--- config.mk ---
export PLATFORM = sky130hd
export DESIGN_NAME = wb_arbiter
export DESIGN_NICKNAME = d
export VERILOG_FILES = /design/src/rtl/wb_arbiter_pkg.sv /design/src/rtl/wb_scoreboard.sv /design/src/rtl/wb_arbiter.sv
export SDC_FILE = /design/constraint.sdc
export NUM_CORES = 1
export LEC_CHECK = 0
export CORE_UTILIZATION = 40
export CTS_CLUSTER_DIAMETER = 40
export DETAILED_ROUTE_END_ITERATION = 12
export PLACE_DENSITY = 0.71
export SLEW_MARGIN = 20
export SYNTH_ARGS = -nofsm -noshare
export SYNTH_HDL_FRONTEND = slang
export SYNTH_HIERARCHICAL = 1
export SYNTH_SLANG_ARGS = --single-unit
--- constraint.sdc ---
create_clock -name clk -period 4.7 [get_ports clk]
set_input_delay 0.47 -clock clk [delete_from_list [all_inputs] [get_ports clk]]
set_output_delay 0.47 -clock clk [all_outputs]
set_load 0.03 [all_outputs]
--- src/rtl/wb_arbiter_pkg.sv ---
// Shared cpu constants and types for the writeback path.
// Register-file geometry, requester indices and the writeback request bundle.
package wb_arbiter_pkg;

  localparam int REG_ADDR_W = 5;
  localparam int XLEN       = 32;
  localparam int NUM_REGS   = 32;

  localparam int REQ_ALU = 0;
  localparam int REQ_LSU = 1;

  typedef logic [REG_ADDR_W-1:0] reg_addr_t;
  typedef logic [XLEN-1:0]       xlen_t;

  typedef enum logic {
    LAST_ALU = 1'b0,
    LAST_LSU = 1'b1
  } last_e;

  typedef struct packed {
    logic      valid;
    reg_addr_t rd;
    xlen_t     data;
  } wb_req_t;

  function automatic logic nz(reg_addr_t a);
    return a != '0;
  endfunction

endpackage

--- src/rtl/wb_scoreboard.sv ---
// Pending-writer scoreboard, one bit per architectural register.
// Set wins over clear on the same register; x0 is never pending.
module wb_scoreboard
  import wb_arbiter_pkg::*;
(
  input  logic      clk,
  input  logic      rstn,
  input  logic      set_en,
  input  reg_addr_t set_addr,
  input  logic      clr_en,
  input  reg_addr_t clr_addr,
  input  reg_addr_t rs1,
  input  reg_addr_t rs2,
  output logic      hazard
);

  logic [NUM_REGS-1:0] pend_q;
  logic [NUM_REGS-1:0] pend_d;

  // next scoreboard: clear the retiring writer, then mark the new one
  always_comb begin
    pend_d = pend_q;
    if (clr_en)
      pend_d[clr_addr] = 1'b0;
    if (set_en && nz(set_addr))
      pend_d[set_addr] = 1'b1;
    pend_d[0] = 1'b0;
  end

  // scoreboard register with synchronous active-low reset
  always_ff @(posedge clk) begin
    if (!rstn)
      pend_q <= '0;
    else
      pend_q <= pend_d;
  end

  // query the registered state only; same-cycle clears are not bypassed
  always_comb begin
    hazard = (nz(rs1) && pend_q[rs1])
          || (nz(rs2) && pend_q[rs2]);
  end

endmodule

--- src/rtl/wb_arbiter.sv ---
// Two-requester writeback arbiter with round-robin tie break.
// Drives the register-file write port one cycle after each transfer.
module wb_arbiter
  import wb_arbiter_pkg::*;
#(
  parameter int NREQ = 2
) (
  input  logic                  clk,
  input  logic                  rstn,
  input  logic                  wb0_valid,
  input  logic [REG_ADDR_W-1:0] wb0_rd,
  input  logic [XLEN-1:0]       wb0_data,
  output logic                  wb0_ready,
  input  logic                  wb1_valid,
  input  logic [REG_ADDR_W-1:0] wb1_rd,
  input  logic [XLEN-1:0]       wb1_data,
  output logic                  wb1_ready,
  input  logic                  issue_valid,
  input  logic [REG_ADDR_W-1:0] issue_rd,
  input  logic [REG_ADDR_W-1:0] rs1,
  input  logic [REG_ADDR_W-1:0] rs2,
  output logic                  hazard,
  output logic                  rf_we,
  output logic [REG_ADDR_W-1:0] rf_waddr,
  output logic [XLEN-1:0]       rf_wdata
);

  wb_req_t         req [NREQ];
  logic [NREQ-1:0] ready;
  logic            xfer;
  reg_addr_t       g_rd;
  xlen_t           g_data;
  last_e           last_q;
  last_e           last_d;

  assign req[REQ_ALU] = '{valid: wb0_valid, rd: wb0_rd, data: wb0_data};
  assign req[REQ_LSU] = '{valid: wb1_valid, rd: wb1_rd, data: wb1_data};

  // grant: sole valid requester wins, ties go to the one not granted last
  always_comb begin
    ready = '0;
    if (rstn) begin
      unique case (1'b1)
        req[REQ_ALU].valid && req[REQ_LSU].valid: begin
          if (last_q == LAST_ALU)
            ready[REQ_LSU] = 1'b1;
          else
            ready[REQ_ALU] = 1'b1;
        end
        req[REQ_ALU].valid && !req[REQ_LSU].valid:
          ready[REQ_ALU] = 1'b1;
        !req[REQ_ALU].valid && req[REQ_LSU].valid:
          ready[REQ_LSU] = 1'b1;
        default: ;
      endcase
    end
  end

  assign wb0_ready = ready[REQ_ALU];
  assign wb1_ready = ready[REQ_LSU];
  assign xfer      = |ready;

  // route the granted request onto the write path
  always_comb begin
    g_rd   = req[REQ_ALU].rd;
    g_data = req[REQ_ALU].data;
    if (ready[REQ_LSU]) begin
      g_rd   = req[REQ_LSU].rd;
      g_data = req[REQ_LSU].data;
    end
  end

  // last-grant next state moves only on a completed transfer
  always_comb begin
    last_d = last_q;
    if (xfer)
      last_d = ready[REQ_LSU] ? LAST_LSU : LAST_ALU;
  end

  // last-grant register; reset makes the ALU win the first tie
  always_ff @(posedge clk) begin
    if (!rstn)
      last_q <= LAST_LSU;
    else
      last_q <= last_d;
  end

  // register-file write port; address/data hold when idle or rd=x0
  always_ff @(posedge clk) begin
    if (!rstn) begin
      rf_we    <= 1'b0;
      rf_waddr <= '0;
      rf_wdata <= '0;
    end else begin
      rf_we <= xfer && nz(g_rd);
      if (xfer && nz(g_rd)) begin
        rf_waddr <= g_rd;
        rf_wdata <= g_data;
      end
    end
  end

  wb_scoreboard u_sb (
    .clk      (clk),
    .rstn     (rstn),
    .set_en   (issue_valid),
    .set_addr (issue_rd),
    .clr_en   (xfer),
    .clr_addr (g_rd),
    .rs1      (rs1),
    .rs2      (rs2),
    .hazard   (hazard)
  );

endmodule
==> results of run 1 <==
-- logic make-up after synthesis --
kind of cell | after synthesis
mux | 83
flops | 70
compound gates | 97
simple gates | 138
buf+inv | 28
-- registers in the layout (all words and copies together) (netlist names) --
signal       flops
rf_wdata        32
u_sb/pend_q     31
rf_waddr         5
last_q           1
rf_we            1
-- layout make-up --
cell class	instances	area, sq um	share of cell area
Clock buffer	11	141.4	0.02550
Clock inverter	5	106.4	0.01918
Inverter	6	22.52	0.004062
Multi-Input combinational cell	318	2345	0.4229
Sequential cell	70	1401	0.2528
Tap cell	129	161.4	0.02911
Timing Repair Buffer	138	1366	0.2464
-- cells in the final DEF, fill, tap and decap left out, types with 3 or more instances in the layout --
master,synthesis,final
mux2i_1,65,65
a21oi_1,3,3
or3b_2,3,3
inv_1,6,6
buf_4,2,4
nor3b_1,4,4
mux4_2,4,4
nor2b_1,3,3
nor2_1,7,7
nand3b_1,6,6
nand2_1,83,83
a211oi_1,3,3
nand3_1,5,5
mux4_1,6,6
mux2_2,8,8
a21o_1,3,3
clkdlybuf4s50_1,0,133
a31oi_1,3,3
bufinv_16,0,3
nor3_1,4,4
o2bb2ai_1,3,3
o21ai_0,34,34
dfxtp_1,70,70
nand2b_1,3,3
clkbuf_8,2,10
o2111ai_1,3,3
a21boi_0,31,31
-- where the power goes --
part,total (mW),internal (mW),switching [mW]
Sequential,0.662,0.637,0.0246
Combinational,0.433,0.210,0.223
Clock,0.599,0.368,0.231
-- per-layer routing --
| metal | vias up | share of wire | GRT usage |
|---|---|---|---|
| li1 | 1780 | - | - |
| met1 | 1739 | 0.43 | 0.2678 |
| met2 | 148 | 0.47 | 0.3590 |
| met3 | 9 | 0.091 | 0.08114 |
| met4 | 0 | 0.0093 | 0.07358 |
| met5 | - | 0 | 0 |
-- worst max path at each step --
stage	startpoint	end	slack (ns)
final	rs2[0]	hazard	1.15
after global routing	rs2[0]	hazard	1.02
after CTS	rs2[0]	hazard	1.12
after detailed placement	rs2[0]	hazard	1.14
after global placement	rs2[0]	hazard	1.19
after floorplan	rs1[0]	hazard	2.45
-- cells in the mapped netlist, types with 3 or more instances --
cell type  count
a211oi_1       3
a21boi_0      31
a21o_1         3
a21oi_1        3
a31oi_1        3
buf_6          6
clkbuf_1       9
dfxtp_1       70
inv_1          6
mux2_2         8
mux2i_1       65
mux4_1         6
mux4_2         4
nand2_1       83
nand2b_1       3
nand3_1        5
nand3b_1       6
nor2_1         7
nor2b_1        3
nor3_1         4
nor3b_1        4
o2111ai_1      3
o21ai_0       34
o2bb2ai_1      3
or3b_2         3
-- critical path, cell delays in order --
cell and delay (ns):
clkdlybuf4s50_1 0.86, mux4_1 0.62, or2b_2 0.31, a2bb2oi_2 0.11
nand4_1 0.09, clkdlybuf4s50_1 0.61
==> flow_metrics.py, run 1 <==
metrics = {
    "run_status": {
        "status": "complete, no violations",
    },
    "synth": {
        "synth_cell_types": 56,
        "synth.top_cell.area_share": 0.3566,
        "synth_compound_area_frac": 0.1735,
        "synth-simple-area-share": 0.1716,
        "synth_area_sq_mm": 0.003930,
        "synthFlopType": "dfxtp_1",
        "avgSynthCellArea_sq_um": 9.447,
        "synth_warnings": 6,
        "synthTopCellsByArea": "dfxtp_1, mux2i_1, nand2_1",
        "synth_edf_count": 0,
        "yosysSeqAreaShare": 0.3566,
        "synthesis.nets": 510,
        "syn_inst": 416,
        "synth_top_family_by_area": "multiplexers",
        "synth_top_area_cell": "dfxtp_1",
        "ys_async_sr_fraction": 0,
        "synth_adder_area_share": 0,
        "synth_seq_cells": 70,
        "muxShareOfSynthArea": 0.2515,
        "synth-xor-area-share": 0,
    },
    "layout": {
        "final_cells": 677,
        "final_util": 0.5916,
        "antenna_cells": 0,
        "design_area_sq_mm": 0.005544,
        "finalNetCount": 637,
        "layout-drive-gt1-share": 0.08212,
        "fillerInstances": 840,
        "synthToLayoutAreaGrowth_pct": 41.07,
    },
    "global_route": {
        "grt_pass1_vias": 3652,
        "track_usage": 0.2199,
        "antenna_found_initial": 0,
        "overflow": 0,
        "grt_start_max_net_pins": 67,
        "grt_pass1_wl_mm": 17.62,
    },
    "timing": {
        "fmax_mhz": 282.0,
        "hold_ws_ns": 0.3872,
        "maxSlewHeadroom": 0.3846,
        "hold_viol": 0,
        "setup_viol": 0,
        "fin_crit_ns": 3.546,
        "fin_crit_sh": 0.7546,
        "slew_violations": 0,
        "tns_ns": 0,
        "final.setup.worst_slack_ns": 1.154,
        "fin_skew_ns": 0.007766,
        "tightest_slew_ns": 0.9210,
        "rsz0062_at_grt": "no",
    },
    "drt": {
        "wire_per_inst_um": 16.28,
        "vias": 3676,
        "first_pass_iters": 5,
        "ant_nets": 0,
        "drt_iter0_markers": 174,
        "drc": 0,
        "drt_wl_total_mm": 11.02,
        "routed_via_density": 5.430,
    },
    "setup_path": {
        "worstSetupStartpointType": "input port",
        "reg2reg_to": "u_sb/pend_q[20]",
        "r2r_slack_ns": 2.53,
        "worstReg2RegStart": "last_q",
        "worstPathArrival_ns": 3.08,
        "end_kind": "output pin",
        "rr_worst_depth": 6,
        "path_max_fanout": 14,
        "worstSetupPathType": "input port to output pin",
        "required_ns": 4.23,
    },
    "place": {
        "placed_area_sq_mm": 0.005296,
        "pre_cts_ws_ns": 1.136,
        "dp_hpwl_mm": 8.221,
        "dp_cells": 661,
        "place.gp.congestion": 0.8709,
        "port_buffers": 134,
    },
    "min_path": {
        "holdPathEnd": "last_q",
        "holdPathStages": 2,
        "hp-class": "input port to flop",
        "hold_start": "rstn",
    },
    "clock_tree": {
        "clock_tree.root_cell": "clkbuf_8",
        "cts.sinks": 70,
        "cts_buffers": 9,
        "cts.repair.resized": 0,
        "hold_buffers": 0,
        "cts_tree": "built",
        "path_clk_slew_ns": 0.07,
        "clock_path_buffers": 2,
        "htree_levels": 3,
        "insertion_delay_ns": 0.34,
        "postCtsSetupBuffers": 0,
    },
    "floorplanning": {
        "fp.dieH_um": 101.1,
        "die_w_um": 101.1,
        "start_util": 0.4194,
        "rows": 35,
        "core_area_sq_mm": 0.009371,
        "ios": 135,
        "dieArea_sq_mm": 0.01023,
    },
    "pwr": {
        "vdd_drop_max_mv": 0.1931,
        "power_density_mw_per_mm2": 305.6,
        "finalPower_mw": 1.694,
        "p_leak_nw": 2.218,
    },
    "run": {
        "cap_viol_max_count": 0,
    },
}
(Power assumes the default switching activity.)
==> inputs of run 2 (changes only) <==
Clock period 4.7 ns to 3.4 ns, I/O delays scaled along.
==> run 2 against run 1 <==
Effect of this change: clock power is 12% higher; core utilization is 0.45 points lower; count of clock-buffer cells in the layout is 1 lower; die area stayed put; combinational power is 39% higher; non-clock buffer count is 1 higher; clock skew hardly changed; critical path type unchanged.
==> flow_metrics.py, run 2 (synthesis results as in run 1) <==
metrics = {
    "place": {
        "port_buffers": 134,
        "dp_hpwl_mm": 8.557,
        "place.gp.congestion": 0.9022,
        "pre_cts_ws_ns": 0.2399,
        "dp_cells": 662,
    },
    "timing": {
        "rsz0062_at_grt": "no",
        "fmax_mhz": 314.3,
        "fin_skew_ns": 0.007366,
        "final.setup.worst_slack_ns": 0.2183,
        "fin_crit_sh": 0.9358,
        "hold_viol": 0,
        "tightest_slew_ns": 0.9717,
        "maxSlewHeadroom": 0.3508,
        "slew_violations": 0,
        "tns_ns": 0,
        "fin_crit_ns": 3.182,
        "setup_viol": 0,
    },
    "layout": {
        "finalNetCount": 638,
        "final_common_cell": "clkdlybuf4s50_1",
        "seqCellArea_sq_mm": 0.001401,
        "antenna_cells": 0,
        "synthToLayoutAreaGrowth_pct": 39.99,
        "multiInputGateArea_sq_mm": 0.002345,
        "layout_common_cells": "clkdlybuf4s50_1, nand2_1, dfxtp_1, mux2i_1, o21ai_0",
        "layout-drive-gt1-share": 0.08394,
        "final_cells": 677,
        "reg_top3": "rf_wdata: 32 flops, u_sb/pend_q: 31 flops, rf_waddr: 5 flops",
        "fillerInstances": 870,
        "final_util": 0.5870,
        "largest_reg_flops": 32,
        "regMostFlops": "rf_wdata",
    },
    "clock_tree": {
        "htree_levels": 3,
        "clock_tree.root_cell": "clkbuf_8",
        "clock_path_buffers": 2,
        "cts.repair.resized": 0,
        "cts_buffers": 9,
        "cts.sinks": 70,
        "insertion_delay_ns": 0.34,
        "cts_tree": "built",
        "postCtsSetupBuffers": 0,
        "hold_buffers": 0,
        "path_clk_slew_ns": 0.08,
    },
    "global_route": {
        "grt_start_max_net_pins": 69,
        "grt_pass1_vias": 3681,
        "grt_pass1_wl_mm": 18.20,
        "track_usage": 0.2293,
        "antenna_found_initial": 0,
        "overflow": 0,
    },
    "run_status": {
        "status": "complete, no violations",
    },
    "setup_path": {
        "r2r_slack_ns": 1.20,
        "end_kind": "output pin",
        "worstSetupPathType": "input port to output pin",
        "worstReg2RegStart": "last_q",
        "cp_slowest_cell": "clkdlybuf4s50_1",
        "reg2reg_to": "u_sb/pend_q[20]",
        "rr_worst_depth": 6,
        "worstPathArrival_ns": 2.84,
        "crit_top_cell": "clkdlybuf4s50_1",
        "required_ns": 3.06,
        "path_max_fanout": 10,
        "critical-path-max-stage-delay_ns": 0.80,
        "path_cells": "clkdlybuf4s50_1 > mux4_2 > or2b_2 > a21oi_1 > nand4_1 > clkdlybuf4s50_1",
        "worstSetupStartpointType": "input port",
    },
    "floorplanning": {
        "rows": 35,
        "start_util": 0.4194,
        "fp.dieH_um": 101.1,
        "core_area_sq_mm": 0.009371,
        "ios": 135,
        "die_w_um": 101.1,
        "dieArea_sq_mm": 0.01023,
    },
    "pwr": {
        "power_density_mw_per_mm2": 397.7,
        "p_leak_nw": 2.189,
        "vdd_drop_max_mv": 0.2181,
    },
    "min_path": {
        "hold_start": "rstn",
        "holdPathEnd": "rf_waddr[2]",
        "holdPathStages": 3,
        "hp-class": "input port to flop",
    },
    "drt": {
        "drt_wl_total_mm": 11.44,
        "first_pass_iters": 5,
        "drc": 0,
        "wire_per_inst_um": 16.89,
        "routed_via_density": 5.452,
        "ant_nets": 0,
        "drt_iter0_markers": 181,
        "vias": 3691,
    },
    "run": {
        "cap_viol_max_count": 0,
    },
}
==> run 2: critical path: cells and delay by family <==
kind,cells,cell delay (ns)
AO/OA/AOI/OAI,1,0.14
multiplexers,1,0.56
buffers and inverters,2,1.41
AND/OR/NAND/NOR,2,0.38
==> run 2: worst max path at each step <==
stage | startpoint | end | cells past startpoint | slack [ns]
2_1_floorplan | rstn | u_sb/pend_q[12] | 8 | 1.30
3_3_place_gp | rs1[0] | hazard | 6 | 0.24
3_5_place_dp | rs1[0] | hazard | 6 | 0.24
4_1_cts | rs1[0] | hazard | 6 | 0.23
5_1_grt | rs1[0] | hazard | 6 | 0.05
6_report | rs1[0] | hazard | 6 | 0.22
==> run 2: report_power, final <==
part | switching (mW) | internal [mW] | leakage, nW | total [mW]
Combinational | 0.311 | 0.290 | 1.53 | 0.601
Clock | 0.316 | 0.354 | 0.0866 | 0.671
Sequential | 0.0347 | 0.881 | 0.576 | 0.916
==> run 2: cell type report <==
cell class / instances / area share
Inverter: 6 / 0.004094
Tap cell: 129 / 0.02934
Clock inverter: 5 / 0.01092
Clock buffer: 10 / 0.02502
Multi-Input combinational cell: 318 / 0.4262
Timing Repair Buffer: 139 / 0.2497
Sequential cell: 70 / 0.2547
==> run 2: per-layer routing <==
metal / wire length [um] / GRT usage / part of all wire / vias to the layer above
met2: 5408 / 0.3768 / 0.47 / 164
met4: 125 / 0.09030 / 0.011 / 0
met1: 4859 / 0.2813 / 0.42 / 1740
met3: 1043 / 0.06935 / 0.091 / 14
li1: - / - / - / 1773
met5: 0 / 0 / 0 / -
==> run 2: metrics by stage <==
stage | power [mW] | cell area, sq um | hold slack, ns
after floorplan | 1.255 | 3930 | 0.4607
after global placement | 1.526 | 5304 | 0.4418
after detailed placement | 1.534 | 5304 | 0.4449
after CTS | 2.208 | 5502 | 0.2689
after global routing | 2.288 | 5502 | 0.2991
final | 2.188 | 5502 | 0.2784
